`src/rtl/cpu_pkg.sv`:
```
// ---------------------------------------------------------------------------
// cpu_pkg
// Shared types and constants for the instruction-fetch front end.
//   fetch_state_t        : fetch controller states (request / wait)
//   RESET_VECTOR_DEFAULT : default PC value loaded on reset
//   INSTR_NOP            : instruction word placed in the buffer when no
//                          real instruction was fetched (misaligned trap)
// ---------------------------------------------------------------------------
package cpu_pkg;

  typedef enum logic {
    S_REQ,
    S_WAIT
  } fetch_state_t;

  localparam logic [31:0] RESET_VECTOR_DEFAULT = 32'h0000_0000;
  localparam logic [31:0] INSTR_NOP            = 32'h0000_0000;

endpackage

```
`src/rtl/pc_reg.sv`:
```
// ---------------------------------------------------------------------------
// pc_reg
// Architectural program-counter register with load enable.
// Ports:
//   clk    : clock, rising edge
//   rst    : asynchronous active-high reset, loads RESET_VECTOR
//   i_load : capture i_d on the next rising edge
//   i_d    : next PC value
//   o_q    : current PC
// ---------------------------------------------------------------------------
module pc_reg #(
  parameter int           N            = 32,
  parameter logic [N-1:0] RESET_VECTOR = '0
) (
  input  logic         clk,
  input  logic         rst,
  input  logic         i_load,
  input  logic [N-1:0] i_d,
  output logic [N-1:0] o_q
);

  logic [N-1:0] r_q;

  // PC only moves when a fetch is accepted or the flow is redirected
  always_ff @(posedge clk or posedge rst) begin
    if (rst) begin
      r_q <= RESET_VECTOR;
    end else if (i_load) begin
      r_q <= i_d;
    end
  end

  assign o_q = r_q;

endmodule

```
`src/rtl/pc_fetch_ctrl.sv`:
```
// ---------------------------------------------------------------------------
// pc_fetch_ctrl
// Program-counter register and single-outstanding instruction-fetch
// controller. Latches the PC select mux output, issues one instruction
// memory read at a time and hands the fetched word to decode through a
// one-entry valid/ready buffer. A redirect kills any fetch in flight.
//
// Optional feature macro: PCFETCH_MISALIGN_TRAP_EN
//   defined   : a fetch from a PC with pc[1:0]!=0 is not sent to memory;
//               the buffer instead receives a misalign marker entry and
//               fetch halts until the next redirect.
//   undefined : if_misalign is tied low, misaligned addresses are issued.
//
// Ports:
//   clk, rst        : clock (rising edge), async active-high reset
//   pc_next         : next PC from the PC select mux
//   redirect        : taken branch/jump, pc_next holds the target
//   stall           : hazard freeze, no new fetch is issued
//   pc              : current PC
//   imem_req_valid  : fetch request valid        imem_req_ready : accepted
//   imem_addr       : fetch address
//   imem_rsp_valid  : read data valid pulse      imem_rsp_data  : instruction
//   if_valid        : buffer holds an entry      if_ready       : decode takes it
//   if_pc, if_instr : buffered PC and instruction
//   if_misalign     : buffered PC was misaligned
// ---------------------------------------------------------------------------
module pc_fetch_ctrl
  import cpu_pkg::*;
#(
  parameter int           n            = 32,
  parameter int           IW           = 32,
  parameter logic [n-1:0] RESET_VECTOR = n'(RESET_VECTOR_DEFAULT)
) (
  input  logic          clk,
  input  logic          rst,
  input  logic [n-1:0]  pc_next,
  input  logic          redirect,
  input  logic          stall,
  output logic [n-1:0]  pc,
  output logic          imem_req_valid,
  input  logic          imem_req_ready,
  output logic [n-1:0]  imem_addr,
  input  logic          imem_rsp_valid,
  input  logic [IW-1:0] imem_rsp_data,
  output logic          if_valid,
  input  logic          if_ready,
  output logic [n-1:0]  if_pc,
  output logic [IW-1:0] if_instr,
  output logic          if_misalign
);

  fetch_state_t  r_state;
  fetch_state_t  w_nextState;
  logic          r_kill;
  logic [n-1:0]  r_reqPc;
  logic          r_ifValid;
  logic [n-1:0]  r_ifPc;
  logic [IW-1:0] r_ifInstr;

  logic [n-1:0]  w_pc;
  logic          w_canIssue;
  logic          w_reqValid;
  logic          w_reqFire;
  logic          w_rspSeen;
  logic          w_rspLoad;
  logic          w_trapFire;

`ifdef PCFETCH_MISALIGN_TRAP_EN
  logic          r_halt;
  logic          r_ifMisalign;
`endif

  pc_reg #(
    .N            (n),
    .RESET_VECTOR (RESET_VECTOR)
  ) u_pc_reg (
    .clk    (clk),
    .rst    (rst),
    .i_load (w_reqFire || redirect),
    .i_d    (pc_next),
    .o_q    (w_pc)
  );

  // A new fetch may only go out when the buffer is guaranteed to have room
  // for its response, so the single entry can never overflow
  assign w_canIssue = !redirect && !stall && (!r_ifValid || if_ready);

  // Any response observed while waiting ends the fetch; it only lands in
  // the buffer if it was not killed and is not being redirected over
  assign w_rspSeen = (r_state == S_WAIT) && imem_rsp_valid;
  assign w_rspLoad = w_rspSeen && !r_kill && !redirect;

  // State register
  always_ff @(posedge clk or posedge rst) begin
    if (rst) begin
      r_state <= S_REQ;
    end else begin
      r_state <= w_nextState;
    end
  end

  // Next-state and request generation
  always_comb begin
    w_nextState = r_state;
    w_reqValid  = 1'b0;
    w_trapFire  = 1'b0;
    case (r_state)
      S_REQ: begin
`ifdef PCFETCH_MISALIGN_TRAP_EN
        if (w_canIssue && !r_halt) begin
          if (w_pc[1:0] != 2'b00) begin
            w_trapFire = 1'b1;
          end else begin
            w_reqValid = 1'b1;
          end
        end
`else
        w_reqValid = w_canIssue;
`endif
        if (w_reqValid && imem_req_ready) begin
          w_nextState = S_WAIT;
        end
      end
      S_WAIT: begin
        if (imem_rsp_valid) begin
          w_nextState = S_REQ;
        end
      end
      default: begin
        w_nextState = S_REQ;
      end
    endcase
  end

  // Holding the request low during reset keeps the memory quiet until the
  // first cycle after reset is released
  assign imem_req_valid = w_reqValid && !rst;
  assign imem_addr      = w_pc;
  assign w_reqFire      = imem_req_valid && imem_req_ready;

  // Remember which PC the outstanding fetch belongs to, since the PC
  // register has already moved on by the time the data returns
  always_ff @(posedge clk or posedge rst) begin
    if (rst) begin
      r_reqPc <= '0;
    end else if (w_reqFire) begin
      r_reqPc <= w_pc;
    end
  end

  // Kill marks an in-flight fetch made stale by a redirect. If the response
  // arrives in the redirect cycle it is dropped directly and no kill is
  // needed; a pending kill is consumed by the next response.
  always_ff @(posedge clk or posedge rst) begin
    if (rst) begin
      r_kill <= 1'b0;
    end else if (redirect) begin
      r_kill <= (r_state == S_WAIT) && !imem_rsp_valid;
    end else if (w_rspSeen) begin
      r_kill <= 1'b0;
    end
  end

  // Decode buffer: redirect flushes, a load beats a simultaneous drain
  always_ff @(posedge clk or posedge rst) begin
    if (rst) begin
      r_ifValid <= 1'b0;
      r_ifPc    <= '0;
      r_ifInstr <= IW'(INSTR_NOP);
    end else if (redirect) begin
      r_ifValid <= 1'b0;
    end else if (w_rspLoad) begin
      r_ifValid <= 1'b1;
      r_ifPc    <= r_reqPc;
      r_ifInstr <= imem_rsp_data;
    end else if (w_trapFire) begin
      r_ifValid <= 1'b1;
      r_ifPc    <= w_pc;
      r_ifInstr <= IW'(INSTR_NOP);
    end else if (r_ifValid && if_ready) begin
      r_ifValid <= 1'b0;
    end
  end

`ifdef PCFETCH_MISALIGN_TRAP_EN
  // After a misalign marker is produced, fetch stays parked until software
  // control flow moves the PC somewhere else via redirect
  always_ff @(posedge clk or posedge rst) begin
    if (rst) begin
      r_halt       <= 1'b0;
      r_ifMisalign <= 1'b0;
    end else if (redirect) begin
      r_halt       <= 1'b0;
      r_ifMisalign <= 1'b0;
    end else if (w_rspLoad) begin
      r_ifMisalign <= 1'b0;
    end else if (w_trapFire) begin
      r_halt       <= 1'b1;
      r_ifMisalign <= 1'b1;
    end
  end

  assign if_misalign = r_ifMisalign;
`else
  assign if_misalign = 1'b0;
`endif

  assign pc       = w_pc;
  assign if_valid = r_ifValid;
  assign if_pc    = r_ifPc;
  assign if_instr = r_ifInstr;

endmodule
```
`config.mk`:
```
export PLATFORM = sky130hd
export DESIGN_NAME = pc_fetch_ctrl
export DESIGN_NICKNAME = d
export VERILOG_FILES = /design/src/rtl/cpu_pkg.sv /design/src/rtl/pc_reg.sv /design/src/rtl/pc_fetch_ctrl.sv
export SDC_FILE = /design/constraint.sdc
export NUM_CORES = 1
export LEC_CHECK = 0
export BUFFER_PORTS_ARGS = -buffer_cell sky130_fd_sc_hd__buf_2
export CORE_MARGIN = 2
export CORE_UTILIZATION = 49
export DETAILED_ROUTE_END_ITERATION = 8
export PLACE_DENSITY = 0.89
export REMOVE_ABC_BUFFERS = 1
export SYNTH_ARGS = -nofsm -noshare
export SYNTH_HDL_FRONTEND = slang
export SYNTH_SLANG_ARGS = --single-unit
```
`constraint.sdc`:
```
create_clock -name clk -period 5.2 [get_ports clk]
set_input_delay 0.52 -clock clk [delete_from_list [all_inputs] [get_ports clk]]
set_output_delay 0.52 -clock clk [all_outputs]
set_load 0.03 [all_outputs]
```
==> results of run 1 <==
==> worst max-delay path by stage <==
| stage | from | end | slack (ns) | depth (start not counted) |
|---|---|---|---|---|
| after floorplan | rst | if_instr[0] | 1.18 | 1 |
| after global placement | redirect | if_instr[27] | 2.71 | 5 |
| after detailed placement | redirect | if_instr[19] | 2.64 | 5 |
| after CTS | r_kill | if_instr[19] | 2.98 | 4 |
| after global routing | r_kill | if_instr[25] | 2.87 | 4 |
| final | r_state | if_instr[19] | 3.03 | 3 |
==> flip-flops by register name, summed over array words and instances, names as in the netlist <==
register,count
r_kill,1
r_reqPc,32
r_state,1
u_pc_reg.o_q,32
if_pc,32
if_valid,1
if_instr,32
==> routing by layer <==
layer	track usage	vias up	wire, um
li1	-	1442	-
met1	0.199	1597	3850
met3	0.0638	9	752
met5	0	-	0
met2	0.313	134	5110
met4	0.0649	0	115
==> worst max-delay path, delay by kind of cell (launching register included) <==
kind	cells	cell delay [ns]
and+or+nand+nor	1	0.62
muxes	1	0.40
DFF	1	0.44
buffers and inverters	1	0.55
==> cell families after synthesis <==
family / count (synthesis) / share of synthesized area
DFF: 131 / 0.633
buffers and inverters: 47 / 0.0699
other: 1 / 0.000724
and+or+nand+nor: 9 / 0.00967
AOI/OAI and AO/OA: 3 / 0.00604
muxes: 129 / 0.280
==> metrics by stage <==
stage          cells  cell area, sq um  hold slack (ns)
3_3_place_gp     614              6030            0.462
4_1_cts          646              6640            0.195
5_1_grt          646              6640            0.197
3_5_place_dp     614              6030            0.471
2_1_floorplan    274              4820            0.459
6_report         646              6640            0.219
==> cell type report <==
type                       instances  area, sq um  share of cell area
sequential                       131         3280               0.494
clock inverter                    11          151              0.0228
inverter                           1         6.26            0.000943
clock buffer                      21          449              0.0677
multi-input combinational        142         1550               0.233
tap                              136          170              0.0256
timing repair buffer             204         1030               0.155
==> placed cells by master (no fill, tap or decap) <==
cell | netlist | layout
a211oi_1 | 1 | 1
a41oi_4 | 0 | 1
and3_1 | 2 | 1
and3_2 | 0 | 1
buf_2 | 4 | 200
buf_4 | 36 | 4
bufinv_16 | 0 | 3
clkbuf_1 | 0 | 2
clkbuf_16 | 0 | 16
clkbuf_8 | 0 | 3
clkinv_2 | 0 | 2
clkinv_4 | 0 | 3
clkinvlp_4 | 0 | 1
conb_1 | 1 | 1
dfrtp_1 | 131 | 131
inv_4 | 0 | 1
inv_6 | 0 | 2
mux2_1 | 66 | 66
mux2_2 | 62 | 62
mux2i_1 | 1 | 1
nand2b_1 | 1 | 1
nand3_1 | 1 | 1
nand4_1 | 1 | 1
nor2_1 | 2 | 2
nor2_2 | 1 | 1
nor2b_1 | 1 | 1
o21bai_1 | 1 | 1
==> power by group through the flow <==
stage	logic, uW	clock network, uW	registers [uW]
after floorplan	259	0	1980
after global placement	1100	0	1470
after detailed placement	1130	0	1500
after CTS	1130	1210	1480
after global routing	1180	1260	1520
final	1110	1190	1480
==> qor.csv, run 1 <==
stage,metric,value,unit
run_status,status,"complete, no violations",
global_route,grt_pass1_vias,3249,
cts,hold_buffers,0,
synthesis,synthCells,320,
hold_path,hold_class,in -> reg,
cts,cts_tree,yes,
worst_setup_path,slowest_delay,0.62,ns
worst_setup_path,crit_arrival,2.56,ns
floorplanning,die_h,107,um
sta,fmax,461,MHz
sta,skew,0.00740,ns
route,drc_errors,0,
cts,cts_buffer_depth,2,
worst_setup_path,crit_type,reg -> reg,
synthesis,syn_area,5180,sq um
final_layout,drive_above_1_share,0.588,
synthesis,synth.top_cell.area_share,0.633,
sta,drv_slew,0,
final_layout,fin_nets,568,
sta,rsz0062_at_grt,false,
global_route,antenna_found_initial,0,
cts,ctsHtreeMaxLevel,4,
floorplanning,die_w,107,um
placed_design,dpl.hpwl,6.93,mm
worst_setup_path,critical_path.cell_chain,and3_2 -> buf_4 -> mux2_2,
final_layout,final_util,0.646,
synthesis,synth_warnings,0,
synthesis,synth.distinct_cells,19,
worst_setup_path,r2r_start,r_state,
floorplanning,die-area,11400,sq um
synthesis,ys.flop_type,dfrtp_1,
sta,setup_ws,3.03,ns
worst_setup_path,start_kind,flop,
power_and_ir_drop,switchingPower,1320,uW
worst_setup_path,worstPathMaxFanout,41,
cts,ctsResizeCount,0,
synthesis,postSynthAreaPerCell,16.2,sq um
route,postRouteAntennaNets,0,
global_route,grt_max_degree,82,
synthesis,synth.top_cells.by_area,"dfrtp_1, mux2_1, mux2_2",
sta,post-route-period-util,0.417,
synthesis,synth_seq_cells,131,
placed_design,dp_slack,2.64,ns
floorplanning,rows,37,
sta,tightest_slew,0.967,ns
floorplanning,start_util,0.504,
sta,post-route-min-period,2.17,ns
route,num_vias,3182,
power_and_ir_drop,power_frac_seq,0.391,
cts,clock-sinks,131,
power_and_ir_drop,combPwrFrac,0.294,
global_route,grt_usage,0.178,
sta,final-hold-violation-count,0,
hold_path,min_from,pc_next[23],
hold_path,min_to,u_pc_reg.o_q[23],
cts,numCtsBuffers,17,
route,drt_iter0_markers,131,
worst_setup_path,ff2ff_path_depth,3,
cts,clkLatencyLatePin,0.51,ns
power_and_ir_drop,swShare,0.350,
power_and_ir_drop,ir_worst_vdd,0.274,mV
floorplanning,core,10300,sq um
worst_setup_path,cp_slowest_cell,and3_2,
global_route,grt_pass1_wl,15.7,mm
flow_run,maxCapViolations,0,
cts,root_buffer,clkbuf_8,
sta,fin_setup_tns,0,ns
synthesis,synth_edf_count,0,
synthesis,synthTopCellsByCount,"dfrtp_1, mux2_1, mux2_2",
final_layout,area_growth,28.2,%
synthesis,yosysTopAreaCell,dfrtp_1,
route,first_pass_iters,4,
final_layout,n_fill_cell,786,
power_and_ir_drop,power_density,569,nW/um^2
placed_design,gp_congestion,0.792,
placed_design,portBuffers,200,
route,wl_per_cell,15.2,um
route,wirelength,9.83,mm
synthesis,yosysMostFrequentCell,dfrtp_1,
cts,post_cts_buffers,0,
route,via_per_inst,4.93,
cts,clk_pin_slew,0.06,ns
worst_setup_path,ff2ff_setup_slack,3.03,ns
sta,setup_violations,0,
power_and_ir_drop,total_power,3780,uW
power_and_ir_drop,p_leak,0.00336,uW
synthesis,async_reset_ff_frac,1.00,
worst_setup_path,cp.required,5.59,ns
floorplanning,io_pins,202,
final_layout,antennaDiodeCount,0,
worst_setup_path,r2r-end,if_instr[19],
power_and_ir_drop,intPower,2460,uW
hold_path,holdPathStages,2,
worst_setup_path,worst_setup_path_end_kind,flop,
synthesis,synth-seq-area-share,0.633,
power_and_ir_drop,p_clk_frac,0.315,
sta,relSlewSlack,0.355,
global_route,overflow,0,
(Power assumes the default switching activity.)
==> run 2: changes to the inputs <==
==> constraint.sdc (replaced) <==
create_clock -name clk -period 2.1 [get_ports clk]
set_input_delay 0.21 -clock clk [delete_from_list [all_inputs] [get_ports clk]]
set_output_delay 0.21 -clock clk [all_outputs]
set_load 0.03 [all_outputs]
==> qor.csv, run 2 (synthesis results as in run 1) <==
stage,metric,value,unit
run_status,status,"complete, no violations",
worst_setup_path,cp.required,1.89,ns
final_layout,area_growth,42.0,%
placed_design,portBuffers,200,
sta,drv_slew,0,
final_layout,layout_commonest_cell,buf_2,
worst_setup_path,slowest_delay,0.42,ns
route,drt_iter0_markers,129,
global_route,grt_pass1_wl,18.9,mm
final_layout,n_fill_cell,665,
hold_path,hold_class,in -> reg,
cts,cts_tree,yes,
route,first_pass_iters,4,
power_and_ir_drop,power_density,1270,nW/um^2
placed_design,dpl.hpwl,7.17,mm
sta,post-route-period-util,0.867,
cts,clk_pin_slew,0.05,ns
global_route,antenna_found_initial,0,
worst_setup_path,cp_slowest_cell,dfrtp_1,
final_layout,final_area,7350,sq um
placed_design,placed_area,6100,sq um
sta,final-hold-violation-count,0,
global_route,grt_pass1_vias,3737,
floorplanning,rows,37,
global_route,grt_max_degree,53,
placed_design,gp_congestion,0.749,
floorplanning,core,10300,sq um
cts,cts_buffer_depth,2,
route,drc_errors,0,
floorplanning,die-area,11400,sq um
global_route,overflow,0,
worst_setup_path,ff2ff_setup_slack,0.51,ns
sta,post-route-min-period,1.82,ns
final_layout,antennaDiodeCount,0,
floorplanning,start_util,0.504,
floorplanning,io_pins,202,
floorplanning,die_w,107,um
cts,root_buffer,clkbuf_8,
global_route,grt_usage,0.215,
sta,fmax,549,MHz
route,wirelength,12.0,mm
cts,clkLatencyLatePin,0.51,ns
cts,ctsHtreeMaxLevel,4,
cts,post_cts_buffers,0,
sta,setup_violations,0,
sta,fin_setup_tns,0,ns
final_layout,final_cell_mix,"buf_2, dfrtp_1, dlygate4sd3_1",
power_and_ir_drop,p_leak,0.00365,uW
final_layout,seq_area,3280,sq um
cts,clock-sinks,131,
sta,skew,0.00677,ns
worst_setup_path,start_kind,flop,
sta,rsz0062_at_grt,false,
final_layout,multi_input_area,1550,sq um
worst_setup_path,worst_setup_path_end_kind,primary output,
final_layout,drive_above_1_share,0.524,
route,postRouteAntennaNets,0,
power_and_ir_drop,ir_worst_vdd,0.638,mV
final_layout,fin_nets,640,
floorplanning,die_h,107,um
flow_run,maxCapViolations,0,
route,num_vias,3518,
sta,setup_ws,0.279,ns
worst_setup_path,worstPathMaxFanout,5,
route,wl_per_cell,16.7,um
worst_setup_path,crit_type,reg -> out,
worst_setup_path,critical_path.cell_chain,nor2_1 -> and3_1 -> buf_2,
final_layout,final_util,0.715,
placed_design,dp_slack,0.534,ns
cts,numCtsBuffers,17,
worst_setup_path,crit_arrival,1.61,ns
route,via_per_inst,4.90,
## run 2: cell types whose count changed in the layout (fill, tap and decap cells not counted), sizes merged
cell         delta
inv             -2
bufinv          -1
clkbuf          -2
buf             +4
dlygate4sd3    +68
clkinv          +2
clkinvlp        +3
## run 2: layout make-up
| type | instances | area share |
|---|---|---|
| sequential | 131 | 0.446 |
| clock inverter | 13 | 0.0186 |
| tap | 136 | 0.0231 |
| inverter | 1 | 0.000851 |
| clock buffer | 19 | 0.0587 |
| timing repair buffer | 276 | 0.242 |
| multi-input combinational | 142 | 0.211 |
## run 2: worst paths after layout
kind	start	to	cells past startpoint
max reg2reg	r_state	u_pc_reg.o_q[6]	4
min in group asynchronous	rst	if_valid	3
max in group asynchronous	rst	if_instr[7]	4
max	r_state	imem_req_valid	3
min reg2reg	if_pc[17]	if_pc[17]	1
min	stall	r_state	4
## run 2: report_power, final
part / switching (uW) / internal [uW] / leakage, uW
Combinational: 1880 / 1020 / 0.00178
Clock: 1040 / 1710 / 0.000270
Sequential: 418 / 3270 / 0.00160
## run 2: layer usage
metal,track usage,vias to the layer above,wire [um]
met3,0.0650,20,759
met4,0.0788,0,206
li1,-,1582,-
met2,0.382,143,6360
met5,0,-,0
met1,0.246,1773,4670
## run 2: what timing repair did
action,4_1_cts,5_1_grt
endpoints found under the hold margin,98,0
hold buffers,68,0
gates resized for setup,0,0
## run 2: worst max-delay path, delay by kind of cell (launching register included)
kind | cells | cell delay [ns]
buf+inv | 1 | 0.20
simple gates | 2 | 0.49
flops | 1 | 0.42
## run 2: metrics by stage
stage / hold WS [ns] / instances / total power [uW]
final: 0.0594 / 718 / 9350
after global routing: 0.0527 / 718 / 9790
after CTS: 0.0210 / 718 / 9390
after detailed placement: 0.277 / 618 / 6500
after global placement: 0.265 / 618 / 6380
after floorplan: 0.303 / 274 / 5540
